`config.mk`:
```
export PLATFORM = sky130hd
export DESIGN_NAME = ipm_multi_ch
export DESIGN_NICKNAME = d
export VERILOG_FILES = /design/src/rtl/ipm_multi_ch.sv
export SDC_FILE = /design/constraint.sdc
export NUM_CORES = 1
export LEC_CHECK = 0
export ABC_AREA = 0
export BUFFER_PORTS_ARGS = -buffer_cell sky130_fd_sc_hd__buf_2
export CORE_MARGIN = 2
export CORE_UTILIZATION = 58
export DETAILED_ROUTE_END_ITERATION = 16
export HOLD_SLACK_MARGIN = 0.02
export PLACE_DENSITY = 0.95
export SETUP_SLACK_MARGIN = 0.3
export SYNTH_ARGS = -nofsm -noshare
export SYNTH_HDL_FRONTEND = slang
export SYNTH_SLANG_ARGS = --single-unit
export TNS_END_PERCENT = 20
```
`constraint.sdc`:
```
create_clock -name clk -period 13.5 [get_ports clk]
set_clock_uncertainty 0.15 [all_clocks]
set_input_delay 0.675 -clock clk [delete_from_list [all_inputs] [get_ports clk]]
set_output_delay 0.675 -clock clk [all_outputs]
set_load 0.05 [all_outputs]
```
`src/rtl/ipm_multi_ch.sv`:
```
// Bridge from the 8-bit asynchronous MCU bus to N_CH AIP slave channels.
// Build option IPM_CH_AUTOINC_EN: advance the channel select after every completed word.
module ipm_multi_ch #(
    parameter int unsigned MCU_DW      = 8,
    parameter int unsigned AIP_DW      = 32,
    parameter int unsigned CONF_W      = 5,
    parameter int unsigned N_CH        = 4,
    parameter int unsigned SYNC_STAGES = 2
) (
    input  logic                   clk,
    input  logic                   rst,
    input  logic [3:0]             mcu_addr,
    input  logic                   mcu_rd,
    input  logic                   mcu_wr,
    input  logic [MCU_DW-1:0]      mcu_data_in,
    output logic [MCU_DW-1:0]      mcu_data_out,
    output logic                   mcu_data_oe,
    output logic                   mcu_int,
    output logic [AIP_DW-1:0]      aip_data_out,
    input  logic [N_CH*AIP_DW-1:0] aip_data_in,
    output logic [CONF_W-1:0]      aip_conf,
    output logic [N_CH-1:0]        aip_read,
    output logic [N_CH-1:0]        aip_write,
    output logic [N_CH-1:0]        aip_start,
    input  logic [N_CH-1:0]        aip_int
);

    localparam int unsigned BPW   = AIP_DW / MCU_DW;
    localparam int unsigned CNT_W = ($clog2(BPW) > 3) ? $clog2(BPW) : 3;
    localparam int unsigned SEL_W = 3;
    localparam logic [CNT_W-1:0] LAST_BYTE = CNT_W'(BPW - 1);

    typedef enum logic [1:0] {IDLE, RD_REQ, RD_CAP, RD_OUT} state_t;

    state_t              state_q, state_d;
    logic [SYNC_STAGES-1:0] rd_sync_q, wr_sync_q;
    logic                rd_dly_q, wr_dly_q;
    logic [SEL_W-1:0]    sel_q, sel_d;
    logic [CONF_W-1:0]   conf_q, conf_d;
    logic [N_CH-1:0]     mask_q, mask_d, pend_q, pend_d, pend_clr;
    logic [N_CH-1:0]     int_q, int_dly_q;
    logic                ovf_q, ovf_d;
    logic [CNT_W-1:0]    wcnt_q, wcnt_d, rcnt_q, rcnt_d;
    logic [AIP_DW-1:0]   wsh_q, wsh_d, word_q, word_d, aout_q, aout_d, ch_word;
    logic [3:0]          rd_addr_q, rd_addr_d;
    logic                hold_v_q, hold_v_d, hold_wr_q, hold_wr_d;
    logic [3:0]          hold_addr_q, hold_addr_d;
    logic [MCU_DW-1:0]   hold_data_q, hold_data_d;
    logic [MCU_DW-1:0]   dout_q, dout_d;
    logic                mcu_int_q;
    logic [N_CH-1:0]     read_q, read_d, write_q, write_d, start_q, start_d;
    logic [N_CH-1:0]     sel_oh;
    logic                rd_s, wr_s, rd_rise, rd_fall, wr_rise;
    logic                op_v, op_wr, wr_left, rd_left;
    logic [3:0]          op_addr;
    logic [MCU_DW-1:0]   op_data;

    assign rd_s    = rd_sync_q[SYNC_STAGES-1];
    assign wr_s    = wr_sync_q[SYNC_STAGES-1];
    assign rd_rise = rd_s & ~rd_dly_q;
    assign rd_fall = ~rd_s & rd_dly_q;
    assign wr_rise = wr_s & ~wr_dly_q;
    assign sel_oh  = N_CH'(1) << sel_q;

`ifdef IPM_CH_AUTOINC_EN
    logic [SEL_W-1:0] sel_next;
    assign sel_next = (sel_q == SEL_W'(N_CH - 1)) ? '0 : sel_q + 1'b1;
`endif

    // Read word of the currently selected channel
    always_comb begin
        ch_word = '0;
        for (int i = 0; i < N_CH; i++) begin
            if (sel_q == SEL_W'(i)) ch_word = aip_data_in[i*AIP_DW +: AIP_DW];
        end
    end

    always_comb begin
        state_d     = state_q;
        sel_d       = sel_q;
        conf_d      = conf_q;
        mask_d      = mask_q;
        ovf_d       = ovf_q;
        wcnt_d      = wcnt_q;
        rcnt_d      = rcnt_q;
        wsh_d       = wsh_q;
        word_d      = word_q;
        aout_d      = aout_q;
        dout_d      = dout_q;
        rd_addr_d   = rd_rise ? mcu_addr : rd_addr_q;
        hold_v_d    = hold_v_q;
        hold_wr_d   = hold_wr_q;
        hold_addr_d = hold_addr_q;
        hold_data_d = hold_data_q;
        read_d      = '0;
        write_d     = '0;
        start_d     = '0;
        pend_clr    = '0;
        op_v        = 1'b0;
        op_wr       = 1'b0;
        op_addr     = '0;
        op_data     = '0;
        wr_left     = wr_rise;
        rd_left     = rd_rise;

        // Held event first, then write before read
        if (state_q == IDLE) begin
            if (hold_v_q) begin
                op_v = 1'b1; op_wr = hold_wr_q; op_addr = hold_addr_q; op_data = hold_data_q;
                hold_v_d = 1'b0;
            end else if (wr_rise) begin
                op_v = 1'b1; op_wr = 1'b1; op_addr = mcu_addr; op_data = mcu_data_in;
                wr_left = 1'b0;
            end else if (rd_rise) begin
                op_v = 1'b1; op_addr = mcu_addr;
                rd_left = 1'b0;
            end
        end

        if (op_v && op_wr) begin
            case (op_addr)
                4'd0: begin
                    wsh_d = (wsh_q >> MCU_DW) | (AIP_DW'(op_data) << (AIP_DW - MCU_DW));
                    if (wcnt_q == LAST_BYTE) begin
                        write_d = sel_oh;
                        aout_d  = wsh_d;
                        wcnt_d  = '0;
`ifdef IPM_CH_AUTOINC_EN
                        sel_d  = sel_next;
                        rcnt_d = '0;
`endif
                    end else begin
                        wcnt_d = wcnt_q + 1'b1;
                    end
                end
                4'd1: conf_d = op_data[CONF_W-1:0];
                4'd2: begin
                    if (op_data < MCU_DW'(N_CH)) begin
                        sel_d = SEL_W'(op_data);
                        if (SEL_W'(op_data) != sel_q) begin
                            wcnt_d = '0;
                            rcnt_d = '0;
                        end
                    end
                end
                4'd3: begin
                    if (op_data[0]) start_d = sel_oh;
                    if (op_data[1]) begin
                        wcnt_d = '0;
                        rcnt_d = '0;
                    end
                end
                4'd4: pend_clr = op_data[N_CH-1:0];
                4'd5: mask_d   = op_data[N_CH-1:0];
                4'd6: ovf_d    = 1'b0;
                default: ;
            endcase
        end else if (op_v) begin
            case (op_addr)
                4'd0: begin
                    if (rcnt_q == '0) begin
                        state_d = RD_REQ;
                        read_d  = sel_oh;
                    end else begin
                        dout_d = MCU_DW'(word_q >> (32'(rcnt_q) * MCU_DW));
                    end
                end
                4'd1:    dout_d = MCU_DW'(conf_q);
                4'd2:    dout_d = MCU_DW'(sel_q);
                4'd4:    dout_d = MCU_DW'(pend_q);
                4'd5:    dout_d = MCU_DW'(mask_q);
                4'd6:    dout_d = MCU_DW'({ovf_q, wcnt_q[2:0], rcnt_q[2:0], 1'b0});
                default: dout_d = '0;
            endcase
        end

        case (state_q)
            RD_REQ: state_d = RD_CAP;
            RD_CAP: begin
                word_d  = ch_word;
                dout_d  = ch_word[MCU_DW-1:0];
                state_d = RD_OUT;
            end
            RD_OUT: state_d = IDLE;
            default: ;
        endcase

        // Byte pointer of DATA reads advances when the strobe is released
        if (rd_fall && rd_addr_q == 4'd0) begin
            if (rcnt_q == LAST_BYTE) begin
                rcnt_d = '0;
`ifdef IPM_CH_AUTOINC_EN
                sel_d  = sel_next;
                wcnt_d = '0;
`endif
            end else begin
                rcnt_d = rcnt_q + 1'b1;
            end
        end

        // Events not serviced this cycle go to the one-deep hold or are lost
        if (wr_left) begin
            if (!hold_v_d) begin
                hold_v_d = 1'b1; hold_wr_d = 1'b1; hold_addr_d = mcu_addr; hold_data_d = mcu_data_in;
            end else begin
                ovf_d = 1'b1;
            end
        end
        if (rd_left) begin
            if (!hold_v_d) begin
                hold_v_d = 1'b1; hold_wr_d = 1'b0; hold_addr_d = mcu_addr; hold_data_d = mcu_data_in;
            end else begin
                ovf_d = 1'b1;
            end
        end

        pend_d = (pend_q & ~pend_clr) | (int_q & ~int_dly_q);
    end

    always_ff @(posedge clk or posedge rst) begin
        if (rst) begin
            state_q     <= IDLE;
            rd_sync_q   <= '0;
            wr_sync_q   <= '0;
            rd_dly_q    <= 1'b0;
            wr_dly_q    <= 1'b0;
            sel_q       <= '0;
            conf_q      <= '0;
            mask_q      <= '0;
            pend_q      <= '0;
            int_q       <= '0;
            int_dly_q   <= '0;
            ovf_q       <= 1'b0;
            wcnt_q      <= '0;
            rcnt_q      <= '0;
            wsh_q       <= '0;
            word_q      <= '0;
            aout_q      <= '0;
            rd_addr_q   <= '0;
            hold_v_q    <= 1'b0;
            hold_wr_q   <= 1'b0;
            hold_addr_q <= '0;
            hold_data_q <= '0;
            dout_q      <= '0;
            mcu_int_q   <= 1'b0;
            read_q      <= '0;
            write_q     <= '0;
            start_q     <= '0;
        end else begin
            state_q     <= state_d;
            rd_sync_q   <= {rd_sync_q[SYNC_STAGES-2:0], mcu_rd};
            wr_sync_q   <= {wr_sync_q[SYNC_STAGES-2:0], mcu_wr};
            rd_dly_q    <= rd_s;
            wr_dly_q    <= wr_s;
            sel_q       <= sel_d;
            conf_q      <= conf_d;
            mask_q      <= mask_d;
            pend_q      <= pend_d;
            int_q       <= aip_int;
            int_dly_q   <= int_q;
            ovf_q       <= ovf_d;
            wcnt_q      <= wcnt_d;
            rcnt_q      <= rcnt_d;
            wsh_q       <= wsh_d;
            word_q      <= word_d;
            aout_q      <= aout_d;
            rd_addr_q   <= rd_addr_d;
            hold_v_q    <= hold_v_d;
            hold_wr_q   <= hold_wr_d;
            hold_addr_q <= hold_addr_d;
            hold_data_q <= hold_data_d;
            dout_q      <= dout_d;
            mcu_int_q   <= |(pend_q & mask_q);
            read_q      <= read_d;
            write_q     <= write_d;
            start_q     <= start_d;
        end
    end

    assign mcu_data_out = dout_q;
    assign mcu_data_oe  = rd_s;
    assign mcu_int      = mcu_int_q;
    assign aip_data_out = aout_q;
    assign aip_conf     = conf_q;
    assign aip_read     = read_q;
    assign aip_write    = write_q;
    assign aip_start    = start_q;

endmodule

```
==> run metrics <==
outcome=completed; Worst IR Drop VDD=0.111 mV; reg2reg start=state_q[0]; Critical Path AT=about 3700 ps; CTS root buf=clkbuf_16; Core Area=~0.014 mm^2; Post-synth top cells=dfrtp_1 (166), nand2_1 (73), mux2_2 (58); Worst-path clk slew=around 60 ps; # setup viols final=0; syn_nets=862; Max Transition Viols Final=0; DR WL/cell=slightly above 20 um; die area=0.0153 mm^2; WHS Endpoint=rd_sync_q[1]; Period Utilization, post-route=about a quarter; highest clock rate=0.280 GHz; first-pass iteration count of the detailed router=6; initial antenna violation count=0; Mapped Area=0.00830 mm^2; routed via count=about 6700; n_diodes=0; relative slew slack=roughly 30%; min-delay worst type=reg2reg; CTS Buffer Depth=2; largest net degree at the start of global routing=roughly 100; Synth Register Bits=166; CP max-delay cell=a31oi_1; CTS Hold Bufs=0; Hold Crit Start=rd_sync_q[0]; Starting Density=59.6%; IO Count=207; Post-DRT Antenna Nets=0; synth unique cells=75; Layout fillers=slightly above 900; Post-synth EDFFs=0; layout cells sized above 1=about two fifths; vias in the first global route=around 6800; Hold Slack=about 200 ps; first-pass GRT wire length=35300 um; Worst-Skew Late Latency=about 430 ps; Area Growth Syn to Fin=20.6%; RSZ-0062 raised after global routing=no; Worst Path Required=around 14000 ps; Worst R2R Path Depth=8; final core utilization=71.8%; area leader, netlist=dfrtp_1; DR vias/cell=between 6 and 7; flop-to-flop setup slack=around 9900 ps; Synth top area share=50.1%; First DRT Iteration DRCs=between 700 and 800; Setup crit start kind=flip-flop; Setup Buffers After CTS=0; fraction of registers with async set/reset=100%; Die Y=124 um; CTS tree=done; Crit. End Element=flip-flop; syn_area_per_cell=11.7 um^2; Crit Path Max Fanout=24; Std-Cell Rows=43; drt drc=0; Worst path max stage delay=750 ps; # Max-Cap Violations=0; gr usage total=30.9%; slew of the pin with the lowest slew margin=approximately 1100 ps; synthesis warning total=0; Hold Crit Depth=0; clock period minus worst slack=3570 ps; Seq/Total Area, Yosys=50.1%; I/O Buffers=206; r2r endpoint=mcu_data_out[3]; Die Wd=around 120 um; Post-Synthesis Cells=just over 700; Crit Path Category=reg2reg; cts repair resizes=0; final-report hold violation count=0; Final GP Congestion=0.967; dominant cells by area after synthesis=dfrtp_1 (50%), mux4_2 (9.5%), mux2_2 (7.9%); crit-path cells=inv_1 -> ha_1 -> nor2b_1 -> o221ai_1 -> and3_1 -> a31oi_1 -> or2_2 -> o22ai_1; Final nets=around 1100; most common cell in the netlist=dfrtp_1; detailed placement HPWL=roughly 16000 um; setup TNS=0 ps; routed wire length=22500 um; Lkg Pwr=a little under 0.005 uW; grt ovf=0; H-Tree Depth=4; CTS Buf Count=17; Synth Flop Type=dfrtp_1; Cell Pwr Density=between 200 and 250 mW/mm^2; Sink Count=around 170
[worst max path at each step]
stage          startpoint          endpoint  slack [ps]  cells past startpoint
2_1_floorplan         rst         async pin        8180                      1
3_3_place_gp   state_q[0]   mcu_data_out[0]       10130                      8
3_5_place_dp   state_q[0]  aip_data_out[27]       10060                      7
4_1_cts        state_q[0]   mcu_data_out[3]       10000                      8
5_1_grt        state_q[1]   mcu_data_out[3]        9780                      8
6_report       state_q[0]   mcu_data_out[3]        9930                      8
[kinds of logic (layout without fill, tap and decap cells)]
| family | count (synthesis) | after routing | share of synthesized area [%] |
|---|---|---|---|
| AOI/OAI and AO/OA | 147 | 147 | 11.9 |
| DFF | 166 | 166 | 50.1 |
| buffers and inverters | 93 | 300 | 4.78 |
| adders and majority gates | 7 | 7 | 1.06 |
| and+or+nand+nor | 174 | 174 | 10.6 |
| muxes | 119 | 119 | 21.6 |
| xor gates and xnor gates | 1 | 1 | 0.106 |
[state kept, by name, summed over array words and instances (netlist names), 2 cells and up, named ones only]
signal / flops
rcnt_q: 3
wsh_q: 24
mask_q: 4
aip_data_out: 32
int_dly_q: 4
wcnt_q: 3
hold_data_q: 8
hold_addr_q: 4
mcu_data_out: 8
sel_q: 3
aip_write: 4
aip_conf: 5
word_q: 32
pend_q: 4
state_q: 2
rd_addr_q: 4
wr_sync_q: 2
rd_sync_q: 2
aip_start: 4
aip_read: 4
int_q: 4
[power by group]
part           internal, uW  switching, uW  leakage [uW]  total [uW]
Clock                   276            190      0.000281         466
Combinational           323            554       0.00251         877
Sequential              655            135       0.00211         789
Total                  1250            879       0.00490        2130
[stage by stage]
step	power, uW	instances	worst slack [ps]	instance area, um^2
2_1_floorplan	1400	707	8180	8300
3_3_place_gp	1590	1064	10130	9440
3_5_place_dp	1640	1064	10060	9440
4_1_cts	2120	1094	10000	10000
5_1_grt	2230	1094	9780	10000
6_report	2130	1094	9930	10000
[area by class of cell]
class | instances | area [um^2] | share of cell area (%)
Multi-Input combinational cell | 448 | 3750 | 37.5
Clock buffer | 23 | 498 | 4.98
Timing Repair Buffer | 214 | 1090 | 10.9
Tap cell | 180 | 225 | 2.25
Sequential cell | 166 | 4160 | 41.5
Inverter | 56 | 215 | 2.15
Clock inverter | 7 | 70.1 | 0.700
[metal layers]
metal	GRT usage, %	wire (um)	vias to the layer above
met2	52.7	11500	377
li1	-	-	2946
met1	37.7	8400	3308
met4	12.5	780	0
met5	0	0	-
met3	7.65	1740	75
[worst max-delay path: cells and delay by family (launching register included)]
kind                       cells  cell delay, ps
AOI/OAI and AO/OA              3            1080
and+or+nand+nor                3             940
adders and majority gates      1             730
DFF                            1             410
buffers and inverters          1             100
[placed cells by master, fill, tap and decap left out, drive strengths merged, types with 15 or more instances in the layout]
| master | synthesis | routed |
|---|---|---|
| mux2 | 81 | 81 |
| nor2 | 31 | 31 |
| dfrtp | 166 | 166 |
| mux4 | 35 | 35 |
| nand2 | 74 | 74 |
| inv | 55 | 56 |
| o21ai | 61 | 61 |
| clkbuf | 13 | 23 |
| nor3 | 15 | 15 |
| buf | 24 | 214 |
Power figures use the tool's default switching activity.
